--- config.mk ---
export PLATFORM = sky130hd
export DESIGN_NAME = roi_io_shifter
export DESIGN_NICKNAME = d
export VERILOG_FILES = /design/src/rtl/roi_io_shifter.sv
export SDC_FILE = /design/constraint.sdc
export NUM_CORES = 1
export LEC_CHECK = 0
export ABC_AREA = 1
export BUFFER_PORTS_ARGS = -buffer_cell sky130_fd_sc_hd__buf_2
export CAP_MARGIN = 5
export CORE_UTILIZATION = 57
export CTS_CLUSTER_SIZE = 14
export DETAILED_ROUTE_END_ITERATION = 12
export PLACE_DENSITY_LB_ADDON = 0.25
export SETUP_SLACK_MARGIN = 0.5
export SLEW_MARGIN = 0
export SYNTH_ARGS = -nofsm -noshare
export SYNTH_HDL_FRONTEND = slang
export SYNTH_SLANG_ARGS = --single-unit
--- constraint.sdc ---
create_clock -name clk -period 14.7 [get_ports clk]
set_clock_uncertainty 0.15 [all_clocks]
set_input_delay 1.47 -clock clk [delete_from_list [all_inputs] [get_ports clk]]
set_output_delay 1.47 -clock clk [all_outputs]
set_load 0.005 [all_outputs]
--- src/rtl/roi_io_shifter.sv ---
// Serial stimulus/response adapter for the fuzzer ROI. It loads a wide din frame MSB-first from a
// one-bit stream, waits a settle time, captures dout and shifts it back out MSB-first.
module roi_io_shifter #(
    parameter int DIN_W     = 184,
    parameter int DOUT_W    = 32,
    parameter int CAP_DELAY = 4
) (
    input  logic              clk,
    input  logic              rst,
    input  logic              sin,
    input  logic              sin_valid,
    output logic              sin_ready,
    output logic [DIN_W-1:0]  din,
    input  logic [DOUT_W-1:0] dout,
    output logic              sout,
    output logic              sout_valid,
    output logic              frame_done
);

    localparam int BCNT_W = $clog2(DIN_W + 1);
    localparam int OCNT_W = $clog2(DOUT_W + 1);
    localparam int SCNT_W = (CAP_DELAY > 1) ? $clog2(CAP_DELAY) : 1;

    typedef enum logic [1:0] {
        LOAD   = 2'd0,
        SETTLE = 2'd1,
        SHIFT  = 2'd2
    } state_t;

    state_t              state_q, state_d;
    // Only the low DIN_W-1 bits are kept; the final bit goes straight from sin into din.
    logic [DIN_W-2:0]    shreg_q, shreg_d;
    logic [BCNT_W-1:0]   bit_cnt_q, bit_cnt_d;
    logic [DIN_W-1:0]    din_q, din_d;
    logic [SCNT_W-1:0]   settle_cnt_q, settle_cnt_d;
    logic [DOUT_W-1:0]   oshr_q, oshr_d;
    logic [OCNT_W-1:0]   out_cnt_q, out_cnt_d;
    logic                sout_q, sout_d;
    logic                sout_valid_q, sout_valid_d;
    logic                frame_done_q, frame_done_d;

    always_ff @(posedge clk or posedge rst) begin
        if (rst) begin
            state_q      <= LOAD;
            shreg_q      <= '0;
            bit_cnt_q    <= '0;
            din_q        <= '0;
            settle_cnt_q <= '0;
            oshr_q       <= '0;
            out_cnt_q    <= '0;
            sout_q       <= 1'b0;
            sout_valid_q <= 1'b0;
            frame_done_q <= 1'b0;
        end else begin
            state_q      <= state_d;
            shreg_q      <= shreg_d;
            bit_cnt_q    <= bit_cnt_d;
            din_q        <= din_d;
            settle_cnt_q <= settle_cnt_d;
            oshr_q       <= oshr_d;
            out_cnt_q    <= out_cnt_d;
            sout_q       <= sout_d;
            sout_valid_q <= sout_valid_d;
            frame_done_q <= frame_done_d;
        end
    end

    always_comb begin
        state_d      = state_q;
        shreg_d      = shreg_q;
        bit_cnt_d    = bit_cnt_q;
        din_d        = din_q;
        settle_cnt_d = settle_cnt_q;
        oshr_d       = oshr_q;
        out_cnt_d    = out_cnt_q;
        sout_d       = sout_q;
        sout_valid_d = sout_valid_q;
        frame_done_d = 1'b0;

        case (state_q)
            LOAD: begin
                if (sin_valid) begin
                    shreg_d = (DIN_W-1)'({shreg_q, sin});
                    if (bit_cnt_q == BCNT_W'(DIN_W - 1)) begin
                        // Whole frame committed at once so the ROI never sees a partial din.
                        din_d     = {shreg_q, sin};
                        bit_cnt_d = '0;
                        state_d   = SETTLE;
                    end else begin
                        bit_cnt_d = bit_cnt_q + BCNT_W'(1);
                    end
                end
            end

            SETTLE: begin
                if (settle_cnt_q == SCNT_W'(CAP_DELAY - 1)) begin
                    oshr_d       = dout << 1;
                    sout_d       = dout[DOUT_W-1];
                    sout_valid_d = 1'b1;
                    out_cnt_d    = OCNT_W'(1);
                    settle_cnt_d = '0;
                    state_d      = SHIFT;
                end else begin
                    settle_cnt_d = settle_cnt_q + SCNT_W'(1);
                end
            end

            SHIFT: begin
                if (out_cnt_q < OCNT_W'(DOUT_W)) begin
                    sout_d    = oshr_q[DOUT_W-1];
                    oshr_d    = oshr_q << 1;
                    out_cnt_d = out_cnt_q + OCNT_W'(1);
                end else begin
                    sout_valid_d = 1'b0;
                    frame_done_d = 1'b1;
                    out_cnt_d    = '0;
                    state_d      = LOAD;
                end
            end

            default: begin
                state_d = LOAD;
            end
        endcase
    end

    assign sin_ready  = (state_q == LOAD);
    assign din        = din_q;
    assign sout       = sout_q;
    assign sout_valid = sout_valid_q;
    assign frame_done = frame_done_q;

endmodule
# Yosys cells after proc, flatten, opt, wreduce, memory -nomap -nowiden
# Index checks and enable logic that the tools add are counted.
# classes
add_sub_neg	3
n_eq_ne	9
n_reduce_logical	8
n_lt_le_gt_ge	1
muxes	21
# op_table
operator	n
$mux 32	2
$pmux 32 s2	1
$mux 6	2
$pmux 6 s2	1
$mux 2	5
$reduce_and 3->1	3
$add 8x1->8 const B	1
$eq 8x8->1 const B	1
$mux 8	1
$ne 2x2->1 const B	4
$add 6x1->6 const B	1
$lt 6x6->1 const B	1
$mux 1	6
$pmux 2 s3	1
$eq 2x2->1 const B	2
$pmux 1 s2	2
$reduce_and 2->1	2
$reduce_and 4->1	1
$add 2x1->2 const B	1
$eq 2x1->1 const B	1
$logic_not 2->1	1
$ne 2x1->1 const B	1
$reduce_bool 2->1	1
# totals
regBits	420
in_bits	36

# Depth between registers and ports, before layout
# logic_depth
ltp_word	4
mapped_depth	9
mapped_depth_nobuf	8

# Worst setup path after synthesis
# OpenSTA, ideal clock, no wires.
# synth_path
path_kind	input to register
from	input sin_valid
to	register din_q[119], in the netlist din[119]
n_path_buf	2
setup_slack_ns	12.278
t_required_ns	14.417
path_stages	7
arrival_ns	2.139
cell_sequence	nand2_4 inv_4 nand3_2 buf_2 buf_2 nand2_1 o21ai_0
# synth_via
elab_chain_len	1
# synth_lines
item	line	rtl
start: declaration	11	input logic sin_valid,
$reduce_and 3->1 (no line)	-	
end signal: assignment	58	din_q <= din_d;
end: declaration	34	logic [DIN_W-1:0] din_q, din_d;
# Every way passes these cells.
# A chain may end at the register's enable or synchronous reset.

# Final worst setup path
# layout_path
from	input sin_valid
to	register din_q[111], in the netlist din[111]
# The elaborated chain is that of the path after synthesis.

==> flow_metrics.tcl <==
set metrics [dict create \
    status "complete, no violations" \
    hold_violations 0 \
    instances_no_fill 2234 \
    cts_root_buf "clkbuf_16" \
    dp.cells 2165 \
    cp_max_fo 123 \
    synth_top_family_by_area "simple AND/OR/NAND/NOR gates" \
    detail_route.drc_violations 0 \
    die_h_um 168.8 \
    routabilityCongestion 0.7932 \
    drv_slew 0 \
    synth_nets 1694 \
    htree_num_levels 2 \
    pre_cts_ws_ns 10.11 \
    crit_buf_inv 3 \
    intPower_uw 1929 \
    post_cts_resized 0 \
    leakage_uw 0.009474 \
    clk_pin_slew_ns 0.06 \
    cts_tree "done" \
    fin_crit_ns 4.068 \
    cts_buffers 42 \
    fin_crit_sh_pct 27.68 \
    coreArea_mm2 0.02710 \
    finalPower_uw 2499 \
    grt_use_total_pct 23.31 \
    synth_area_leaders "dfrtp_1, nand2_1, o21ai_0, o21ai_1, inv_1" \
    viasPerCell 5.172 \
    hold_ws_ns 0.3236 \
    drv_cap 0 \
    synth_edf_count 0 \
    clockPowerShare_pct 43.3 \
    grt_start_max_net_pins 199 \
    min_from "din[72]" \
    power_frac_comb_pct 5.8 \
    clock_sinks 419 \
    rsz0062_at_grt "no" \
    insertion_delay_ns 0.53 \
    dp_hpwl_mm 19.64 \
    drt-initial-drc-count 1160 \
    synth_compound_area_share_pct 12.10 \
    hold_buffers 0 \
    crit_path_end_kind "flip-flop" \
    grt_pass1_vias 10960 \
    row_count 60 \
    startpoint "sin_valid" \
    syn_avg_cell_area_um2 9.584 \
    crit_family "buffers and inverters" \
    cp.arrival_ns 4.28 \
    numPortBuffers 223 \
    critPathMaxStageDelay_ns 0.69 \
    yosysWarningCount 0 \
    ant_nets 0 \
    start_util_pct 58.53 \
    synth-xor-area-share_pct 0.1104 \
    ios 224 \
    synth_seq_cells 419 \
    synthMuxAreaShare_pct 0 \
    path_class "in -> reg" \
    layout-drive-gt1-share_pct 16.38 \
    synthAdderAreaFrac_pct 0.2366 \
    critical_path_required_ns 14.91 \
    num_antenna_cells 0 \
    slew_headroom_pct 20.13 \
    p_switching_uw 569.5 \
    slowest_stage "buf_4" \
    synth.cell_area_mm2 0.01586 \
    async_reset_ff_share_pct 100.0 \
    postCtsSetupBuffers 0 \
    synthSimpleGateAreaFrac_pct 15.03 \
    yosysSeqAreaShare_pct 66.10 \
    tightestPinTransition_ns 1.198 \
    synth.distinct_cells 25 \
    die_w_um 168.8 \
    cts.path.max_buffers 3 \
    yosysTopAreaCellShare_pct 66.10 \
    postRouteWirelength_mm 32.57 \
    fin_ws_ns 10.63 \
    antenna_found_initial 0 \
    irDropWorstVdd_v 0.00007755 \
    nets 1876 \
    die_area_mm2 0.02850 \
    p_sw_share_pct 22.79 \
    dr.pass1.iters 5 \
    overflow 0 \
    cp_cell_sequence "buf_2, nand2_8, inv_4, nand3_4, buf_4, nand2_1, o21ai_1" \
    reg2reg_from "state_q[0]" \
    tns_ns 0 \
    vias 11560 \
    area_growth_pct 16.60 \
    cellPowerDensity_mw_per_mm2 135.1 \
    n_fill_cell 2101 \
    timing.fmax_mhz 245.8 \
    cp-start-kind "primary input" \
    drt-wirelength-per-cell_um 14.58 \
    grt_pass1_wl_mm 54.02 \
    yosys.area.top_type "dfrtp_1" \
    netlist_instances 1655 \
    synthFlopType "dfrtp_1" \
    hp-class "reg -> reg" \
    finalSetupViolCount 0 \
    power_frac_seq_pct 51.0 \
]
sequential cells by signal, indices dropped and copies added (netlist names):
signal and flops:
oshr_q 31, out_cnt_q 6, settle_cnt_q 2, bit_cnt_q 8, shreg_q 183, sout 1
frame_done 1, sout_valid 1, state_q 2, din 184
cells by family after synthesis:
kind of cell | Yosys count
and+or+nand+nor | 621
DFF | 419
AOI/OAI and AO/OA | 368
buffers and inverters | 242
adders and majority gates | 3
xor gates and xnor gates | 2
metal layers:
layer  up-vias  routed length (um)  share of wire (%)  global-route usage (%)
met5         -                   0                  0                       0
met2       317               15330                 47                   36.69
met1      5592               14700                 45                   34.07
li1       5600                   -                  -                       -
met4         0                 620                1.9                   5.850
met3        46                1921                5.9                   3.998
worst reg2reg max path: stages (launching register included):
cell and delay (ns):
dfrtp_1 0.46, nor2_4 0.20, nand2_8 0.31, inv_4 0.68, nand3_4 0.66, buf_4 0.71, nand2_1 0.26, o21ai_1 0.09
stage by stage:
stage	util (%)	area, um2
3_5_place_dp	63.07	17090
5_1_grt	68.25	18500
4_1_cts	68.25	18500
2_1_floorplan	-	15860
3_3_place_gp	63.07	17090
6_report	68.25	18500
cell usage after synthesis (2+ instances only):
library cell  count
nand2_1         584
inv_4             2
nand3_1          10
dfrtp_1         419
a21oi_1           4
o21ai_0         222
nor2_1           16
buf_4             9
o21ai_1         111
ha_1              3
buf_2            57
o211ai_1         30
nand4_1           5
inv_1           147
clkbuf_1         26
layout by cell type, fill, tap and decap left out, drive strengths merged:
master    n
a21oi     4
buf     231
bufinv    4
clkbuf   56
clkinv    9
dfrtp   419
ha        3
inv     149
nand2   586
nand3    11
nand4     5
nor2     17
nor3      1
o211ai   30
o21ai   333
o21bai    1
or2       1
xnor2     1
xor2      1
layout make-up:
class                   count  area [um2]  area share (%)
clock buffers              56        1237           6.691
clock inverters            13       165.2          0.8930
inverters                 149       571.8           3.092
multi-input cells         994        4382           23.69
flip-flops and latches    419       10490           56.69
well taps                 372       465.4           2.517
repair buffers            231        1189           6.427
power groups by stage:
stage | clock [uW] | combinational [uW] | sequential [uW]
2_1_floorplan | 0 | 109 | 1280
3_3_place_gp | 0 | 139 | 1290
3_5_place_dp | 0 | 146 | 1290
4_1_cts | 1100 | 148 | 1270
5_1_grt | 1140 | 170 | 1280
6_report | 1080 | 144 | 1270
path summary, 6_finish.rpt:
path	end	cells after the start	slack, ns
setup reg to reg	din[111]	7	11.03
hold reg to reg	din[72]	2	0.32
hold / removal	din[72]	2	0.32
setup / recovery	din[111]	7	10.63
min in group asynchronous	oshr_q[18]	2	0.98
max in group asynchronous	din[58]	3	11.81
No activity file was read; power rests on OpenSTA's default activity.
